--- src/rtl/sched_gen_ctrl_6.sv ---
// Step-pulse scheduler for a 6-D address generator: fires when the free-running
// cycle counter matches starting_cycle plus the per-dimension cycle offsets.
//   state  | meaning
//   S_IDLE | waiting for start; counters parked
//   S_RUN  | counting cycles and firing on schedule matches
module sched_gen_ctrl_6 #(
    parameter int NUM_DIMS = 6,
    parameter int CNT_W    = 16
) (
    input  logic                      clk,
    input  logic                      rst_n,
    input  logic                      clk_en,
    input  logic                      flush,
    input  logic                      start,
    input  logic                      stall,
    input  logic [3:0]                dimensionality,
    input  logic [NUM_DIMS*CNT_W-1:0] ranges,
    input  logic [NUM_DIMS*CNT_W-1:0] cycle_strides,
    input  logic [CNT_W-1:0]          starting_cycle,
    output logic                      step_out,
    output logic                      busy,
    output logic                      done
);
    localparam int DW = $clog2(NUM_DIMS + 1);

    typedef enum logic {S_IDLE, S_RUN} state_t;

    state_t             state_q, state_d;
    logic [CNT_W-1:0]   cycle_cnt_q, cycle_cnt_d;
    logic [CNT_W-1:0]   dim_cnt_q [NUM_DIMS];
    logic [CNT_W-1:0]   dim_cnt_d [NUM_DIMS];
    logic [CNT_W-1:0]   cyc_loc_q [NUM_DIMS];
    logic [CNT_W-1:0]   cyc_loc_d [NUM_DIMS];
    logic               busy_q, busy_d;
    logic               done_q, done_d;

    logic [DW-1:0]       dim_sel;
    logic [CNT_W-1:0]    rng [NUM_DIMS];
    logic [NUM_DIMS-1:0] at_max;
    logic [NUM_DIMS:0]   upd;
    logic [CNT_W-1:0]    sched;
    logic                fire;

    always_comb begin
        dim_sel = (dimensionality > 4'(NUM_DIMS)) ? DW'(NUM_DIMS) : DW'(dimensionality);
    end

    // Odometer carry chain; a zero range counts as a single-trip loop.
    always_comb begin
        sched  = starting_cycle;
        upd    = '0;
        upd[0] = 1'b1;
        at_max = '0;
        for (int i = 0; i < NUM_DIMS; i++) begin
            rng[i] = (ranges[i*CNT_W +: CNT_W] == '0) ? CNT_W'(1) : ranges[i*CNT_W +: CNT_W];
            at_max[i] = (dim_cnt_q[i] == rng[i] - CNT_W'(1));
            upd[i+1]  = upd[i] & at_max[i];
            if (i < int'(dim_sel)) sched = sched + cyc_loc_q[i];
        end
    end

    assign fire = (state_q == S_RUN) & clk_en & ~stall & ~flush & (cycle_cnt_q == sched);

    always_comb begin
        state_d     = state_q;
        busy_d      = busy_q;
        done_d      = done_q;
        cycle_cnt_d = cycle_cnt_q;
        for (int i = 0; i < NUM_DIMS; i++) begin
            dim_cnt_d[i] = dim_cnt_q[i];
            cyc_loc_d[i] = cyc_loc_q[i];
        end
        if (clk_en) begin
            done_d = 1'b0;
            if (flush || (state_q == S_IDLE && start)) begin
                cycle_cnt_d = '0;
                for (int i = 0; i < NUM_DIMS; i++) begin
                    dim_cnt_d[i] = '0;
                    cyc_loc_d[i] = '0;
                end
                state_d = flush ? S_IDLE : S_RUN;
                busy_d  = ~flush;
            end else if (state_q == S_RUN) begin
                if (!stall) cycle_cnt_d = cycle_cnt_q + CNT_W'(1);
                if (fire) begin
                    for (int i = 0; i < NUM_DIMS; i++) begin
                        if (i < int'(dim_sel) && upd[i]) begin
                            if (at_max[i]) begin
                                dim_cnt_d[i] = '0;
                                cyc_loc_d[i] = '0;
                            end else begin
                                dim_cnt_d[i] = dim_cnt_q[i] + CNT_W'(1);
                                cyc_loc_d[i] = cyc_loc_q[i] + cycle_strides[i*CNT_W +: CNT_W];
                            end
                        end
                    end
                    if (upd[dim_sel]) begin
                        state_d = S_IDLE;
                        busy_d  = 1'b0;
                        done_d  = 1'b1;
                    end
                end
            end
        end
    end

    always_ff @(posedge clk or negedge rst_n) begin
        if (!rst_n) begin
            state_q     <= S_IDLE;
            busy_q      <= 1'b0;
            done_q      <= 1'b0;
            cycle_cnt_q <= '0;
            for (int i = 0; i < NUM_DIMS; i++) begin
                dim_cnt_q[i] <= '0;
                cyc_loc_q[i] <= '0;
            end
        end else begin
            state_q     <= state_d;
            busy_q      <= busy_d;
            done_q      <= done_d;
            cycle_cnt_q <= cycle_cnt_d;
            for (int i = 0; i < NUM_DIMS; i++) begin
                dim_cnt_q[i] <= dim_cnt_d[i];
                cyc_loc_q[i] <= cyc_loc_d[i];
            end
        end
    end

    assign step_out = fire;
    assign busy     = busy_q;
    assign done     = done_q;

endmodule
--- config.mk ---
export PLATFORM = sky130hd
export DESIGN_NAME = sched_gen_ctrl_6
export DESIGN_NICKNAME = d
export VERILOG_FILES = /design/src/rtl/sched_gen_ctrl_6.sv
export SDC_FILE = /design/constraint.sdc
export NUM_CORES = 1
export LEC_CHECK = 0
export BUFFER_PORTS_ARGS = -buffer_cell sky130_fd_sc_hd__clkbuf_2
export CAP_MARGIN = 20
export CORE_MARGIN = 3
export CORE_UTILIZATION = 34
export CTS_CLUSTER_DIAMETER = 100
export CTS_CLUSTER_SIZE = 10
export DETAILED_ROUTE_END_ITERATION = 8
export GPL_TIMING_DRIVEN = 0
export RECOVER_POWER = 50
export REMOVE_ABC_BUFFERS = 1
export SLEW_MARGIN = 15
export SYNTH_ARGS = -nofsm -noshare
export SYNTH_HDL_FRONTEND = slang
export SYNTH_SLANG_ARGS = --single-unit
--- constraint.sdc ---
create_clock -name clk -period 11.2 [get_ports clk]
set_clock_uncertainty 0.05 [all_clocks]
set_input_delay 1.12 -clock clk [delete_from_list [all_inputs] [get_ports clk]]
set_output_delay 1.12 -clock clk [all_outputs]
set_load 0.02 [all_outputs]
# Word-level counts from Yosys, hierarchy flattened
# Cells that the tools add are included.
[totals] wordCells=160 input_bits=218 reg_bits=211 out_inout_bits=3
[op_classes] n_eq_ne=8 reduce_logical=30 magnitude_cmp=8 n_addsub=25 mux=61 bitwise=12
[op_table] op="$mux W16" count=39
[op_table] op="$mux W96" count=6
[op_table] op="$add A16 B16 Y16" count=12
[op_table] op="$add A16 B1 Y16 const B" count=7
[op_table] op="$eq A16 B16 Y1" count=7
[op_table] op="$logic_not A16 Y1" count=6
[op_table] op="$sub A16 B1 Y16 const B" count=6
[op_table] op="$reduce_and A4 Y1" count=7
[op_table] op="$reduce_bool A2 Y1" count=9
[op_table] op="$mux W1" count=14
[op_table] op="$and A1 B1 Y1" count=9
[op_table] op="$logic_and A1 B1 Y1" count=6
[op_table] op="$lt A1 B3 Y1 const A" count=2
[op_table] op="$lt A2 B3 Y1 const A" count=2
[op_table] op="$lt A3 B3 Y1 const A" count=2
[op_table] op="$gt A4 B3 Y1 const B" count=1
[op_table] op="$lt A3 B4 Y1 const B" count=1
[op_table] op="$bmux W1 S3" count=1
[op_table] op="$mux W3" count=1
[op_table] op="$not A1 Y1" count=3
[op_table] op="$reduce_and A3 Y1" count=1
[op_table] op="$ne A2 B1 Y1 const B" count=1
[op_table] op="$logic_or A1 B1 Y1" count=1

# Logic depth before layout (Yosys ltp)
[logic_depth] word_depth=19 depth_mapped=52 mapped_depth_nobuf=47

# Least setup slack after synthesis
# OpenSTA, ideal clock, no wires.
[synth_path] kind="input -> output" startpoint="input dimensionality[1]" endpoint="output step_out" required_time_ps=10030 n_path_buf=5 stages=47 arrival_ps=9612 slack_ps=418 cell_sequence="buf_2 > buf_2 > nor4_4 > buf_2 > mux2i_1 > inv_1 > ha_1 > fa_1 > a21o_1 > a21oi_1 > xnor2_1 > nand2_1 > nand2_1 > ha_1 > nand2_1 > a211o_1 > nor2b_1 > xnor2_1 > (+11 left out) > and2_1 > nand2_1 > a211oi_1 > a211oi_1 > xnor2_1 > a2bb2oi_1 > o211ai_1 > ha_1 > buf_1 > nor2_1 > mux2_2 > a311oi_1 > a31oi_1 > a211o_1 > buf_2 > nand2_1 > and2_1 > and2_1"
[synth_via] elab_chain_cells=16 word_cells_on_any_way=21 cone_classes="add/sub (5); order compare (7); eq/ne (1); mux (7); bitwise (1)"
[synth_rtl] item="start, declared" line_no="16" rtl="input logic [3:0] dimensionality,"
[synth_rtl] item="$gt A4 B3 Y1" line_no="45" rtl="dim_sel = (dimensionality > 4'(NUM_DIMS)) ? DW'(NUM_DIMS) : DW'(dimensionality);"
[synth_rtl] item="$mux W3 (*)" line_no="45"
[synth_rtl] item="$lt A1 B3 Y1" line_no="58" rtl="if (i < int'(dim_sel)) sched = sched + cyc_loc_q[i];"
[synth_rtl] item="$mux W16" line_no="58"
[synth_rtl] item="$add A16 B16 Y16" line_no="58"
[synth_rtl] item="$mux W16" line_no="58"
[synth_rtl] item="$add A16 B16 Y16" line_no="58"
[synth_rtl] item="$mux W16" line_no="58"
[synth_rtl] item="$add A16 B16 Y16" line_no="58"
[synth_rtl] item="$mux W16" line_no="58"
[synth_rtl] item="$add A16 B16 Y16" line_no="58"
[synth_rtl] item="$mux W16" line_no="58"
[synth_rtl] item="$add A16 B16 Y16" line_no="58"
[synth_rtl] item="$mux W16 (*)" line_no="58"
[synth_rtl] item="$eq A16 B16 Y1 (*)" line_no="62" rtl="assign fire = (state_q == S_RUN) & clk_en & ~stall & ~flush & (cycle_cnt_q == sched);"
[synth_rtl] item="$and A1 B1 Y1 (*)" line_no="62"
[synth_rtl] item="end, declared" line_no="20" rtl="output logic step_out,"
# Mark *: on every way between the ends. The rest lies on a longest branch, timed or not.

# Worst setup path in the final report
[layout_path] startpoint="input starting_cycle[1]" endpoint="output step_out"
[layout_via] elab_chain_cells=14
[layout_rtl] item="start, declared" line_no="19" rtl="input logic [CNT_W-1:0] starting_cycle,"
[layout_rtl] item="$add A16 B16 Y16" line_no="58"
[layout_rtl] item="$mux W16 (*)" line_no="58"
[layout_rtl] item="$add A16 B16 Y16" line_no="58"
[layout_rtl] item="$mux W16 (*)" line_no="58"
[layout_rtl] item="$add A16 B16 Y16" line_no="58"
[layout_rtl] item="$mux W16 (*)" line_no="58"
[layout_rtl] item="$add A16 B16 Y16" line_no="58"
[layout_rtl] item="$mux W16 (*)" line_no="58"
[layout_rtl] item="$add A16 B16 Y16" line_no="58"
[layout_rtl] item="$mux W16 (*)" line_no="58"
[layout_rtl] item="$add A16 B16 Y16" line_no="58"
[layout_rtl] item="$mux W16 (*)" line_no="58"
[layout_rtl] item="$eq A16 B16 Y1 (*)" line_no="62"
[layout_rtl] item="$and A1 B1 Y1 (*)" line_no="62"
# Marks and branches as above.

==> run summary <==
most common cell after layout, fill and taps aside = nand2_1
WHS Endpoint = done
Crit path max-delay family = compound AO/OA/AOI/OAI gates
clock share of power = 0.080
total power = 0.00989 W
Reg power frac = 0.110
multi-input logic area = 0.0195 mm2
Avg Vias per Cell = 5.73
Worst Hold Depth = 1
startpoint types = input pin
final WL = 80600 um
global-route wire length before repair = 123000 um
critical path class = input pin to primary output
synth unique cells = 104
post-synthesis sequential area ratio = 0.216
run status = finished, violations left
sw frac = 0.494
Post-synth top flop = dfrtp_1
crit path buf inv count = 6
Hold Vio Cnt, Final = 0
Clock Sinks = 211
CP Data Arrival Time = 9920 ps
Clock Path Buffers = 3
# fillers = 7052
Seq cells post-synth = 211
Synth Instances = 3099
Worst Reg2Reg Path Length in Cells = 46
final period utilization = 0.990
DIE WIDTH = 274 um
drt wl/cell = 18.8 um
fmax = 90.2 MHz
Placer Congestion = 0.966
DRC Markers = 0
H-Tree Level Count = 1
Max Cap Viol = 3
type of the tightest min-delay check = flip-flop to flip-flop
fin util = 0.415
Routed Antenna Nets = 0
# setup viols final = 0
Ys Warns = 0
Worst-Margin Slew = 4620 ps
number of DRC markers in iteration 0 = 2085
Sw Pwr = 0.00489 W
Reg-to-Reg Start = cyc_loc_q[80]
Mapped Avg Cell Area = 7.90 um2
Die ar. = 0.0753 mm2
TNS Setup = 0 ps
Critical Path Most Common Cell = ha_4
num rows = 97
reg2reg setup slack = 530 ps
Vias = 24600
highest-delay cell along the critical path = ha_1
Final Max Tran Viols = 216
io pins = 221
total CTS buffers = 26
Slew headroom = -2.08
fraction of layout cells with a size suffix above 1 = 0.204
CTS tree = built
NumNets Final = 3773
Combinational Power Share = 0.811
register area = 0.00528 mm2
GRT Residual Overflow = 0
commonest non-fill, non-tap cells in the layout = 272 x nand2_1, 250 x nor2_1, 211 x dfrtp_1, 211 x clkbuf_2, 194 x a21oi_1
global-route usage over all layers = 0.202
vias in the first global route = 22300
post-synthesis async set-or-reset flop share = 1.00
Final Critical Period = 11090 ps
cell-internal power = 0.00500 W
Pleak = 12.9 nW
clk_lat worst skew = 580 ps
Power Density = 337 mW/mm2
placeable core region = 0.0708 mm2
Root Buffer = clkbuf_16
CP endpoint kind = primary output
failing checks = max-capacitance violations, max-slew violations
min-delay src = done
largest net degree at the start of global routing = 85
die height = 274 um
CP max stage delay = 390 ps
worst r2r dst = cyc_loc_q[30]
DR pass1 iterations = 6
Post-DP HPWL = 60500 um
number of synthesized flops with an enable pin = 0
area delta synth->final = 19.8%
RSZ-0062 raised after global routing = yes
PortBufs = 220
initial core utilization = 0.346
Mapped Area = 0.0245 mm2
antenna violations before repair = 4
Clock Pin Slew Worst Setup and Hold Paths = 60 ps
crit path max fanout = 5
CP required = 10030 ps
worst vdd ir = 0.000295 V
[power by group through the flow]
| stage | sequential, W | combinational, W | clock, W |
|---|---|---|---|
| after floorplan | 0.00101 | 0.00424 | 0 |
| after global placement | 0.00108 | 0.00559 | 0 |
| after detailed placement | 0.00108 | 0.00563 | 0 |
| after CTS | 0.00108 | 0.00657 | 0.000816 |
| after global routing | 0.00111 | 0.00862 | 0.000841 |
| final | 0.00108 | 0.00801 | 0.000788 |
[metrics by stage]
stage	instances	setup slack (ps)	hold WS, ps	area [um2]
after floorplan	2967	96.5	425	23900
after global placement	4127	-3690	416	26200
after detailed placement	4140	-2660	422	26500
after CTS	4227	7.00	437	28100
after global routing	4285	-157	459	29400
final	4286	111	429	29400
[sequential cells by signal, summed over array words and instances, names as in the netlist]
| name | count |
|---|---|
| cyc_loc_q | 96 |
| state_q | 1 |
| dim_cnt_q | 96 |
| busy | 1 |
| cycle_cnt_q | 16 |
| done | 1 |
[cells in the mapped netlist (19+ instances only)]
cell type / number / area (um2)
and2_1: 23 / 144
o31ai_1: 27 / 203
or2_2: 24 / 150
and3_1: 71 / 444
nor2b_1: 22 / 138
mux2_1: 22 / 248
a31oi_1: 32 / 200
buf_2: 38 / 190
nor3b_1: 25 / 188
o22ai_1: 20 / 125
o21a_1: 31 / 233
clkbuf_1: 79 / 297
a211oi_1: 39 / 293
nand2_1: 284 / 1070
ha_1: 202 / 2530
dfrtp_1: 211 / 5280
or3_1: 52 / 325
xnor2_1: 143 / 1250
o221ai_1: 19 / 166
mux2i_1: 47 / 470
nor4_1: 42 / 263
a21o_1: 60 / 450
inv_1: 138 / 518
nor2_1: 266 / 998
xor2_1: 102 / 893
nor3_1: 90 / 450
a22o_1: 27 / 236
mux2_2: 36 / 405
nand3_1: 136 / 681
a21oi_1: 224 / 1120
o21ai_0: 150 / 751
nand4_1: 31 / 194
o211ai_1: 38 / 285
o21bai_1: 27 / 203
[final cells by class]
| type | instances | area share |
|---|---|---|
| multi-input combinational | 2619 | 0.664 |
| sequential | 211 | 0.180 |
| timing repair buffer | 345 | 0.0734 |
| tap | 940 | 0.0401 |
| clock buffer | 26 | 0.0222 |
| inverter | 138 | 0.0176 |
| clock inverter | 5 | 0.00281 |
| antenna | 2 | 0.000170 |
[kinds of logic (layout without fill, tap and decap cells)]
group	count (synthesis)	count (layout)	share of synthesized area
xor+xnor	248	248	0.0904
compound gates	869	869	0.240
buf+inv	270	514	0.0450
other cells	0	2	0
flops	211	211	0.216
mux	109	109	0.0486
simple gates	1178	1179	0.247
fa+ha+maj	214	214	0.113
[worst max-delay path by stage]
stage,from,end,cells after the start
after global routing,starting_cycle[1],step_out,45
after detailed placement,dimensionality[0],cyc_loc_q[18],41
final,starting_cycle[1],step_out,44
after global placement,dimensionality[0],dim_cnt_q[16],41
after CTS,dimensionality[2],step_out,43
after floorplan,dimensionality[2],cyc_loc_q[18],43
[per-layer routing]
layer  GRT usage  share of wire  wire, um
met1       0.278           0.45     35900
met2       0.336           0.46     37400
met3      0.0183          0.058      4700
met4      0.0573          0.031      2480
met5           0        0.00034        27
[repair_timing]
item	4_1_cts	5_1_grt
hold buffers	0	0
gates cloned	0	1
pin swaps	38	110
gates resized for setup	93	184
buffers inserted	56	56
setup endpoints to repair	196	187
Power figures use the tool's default switching activity.
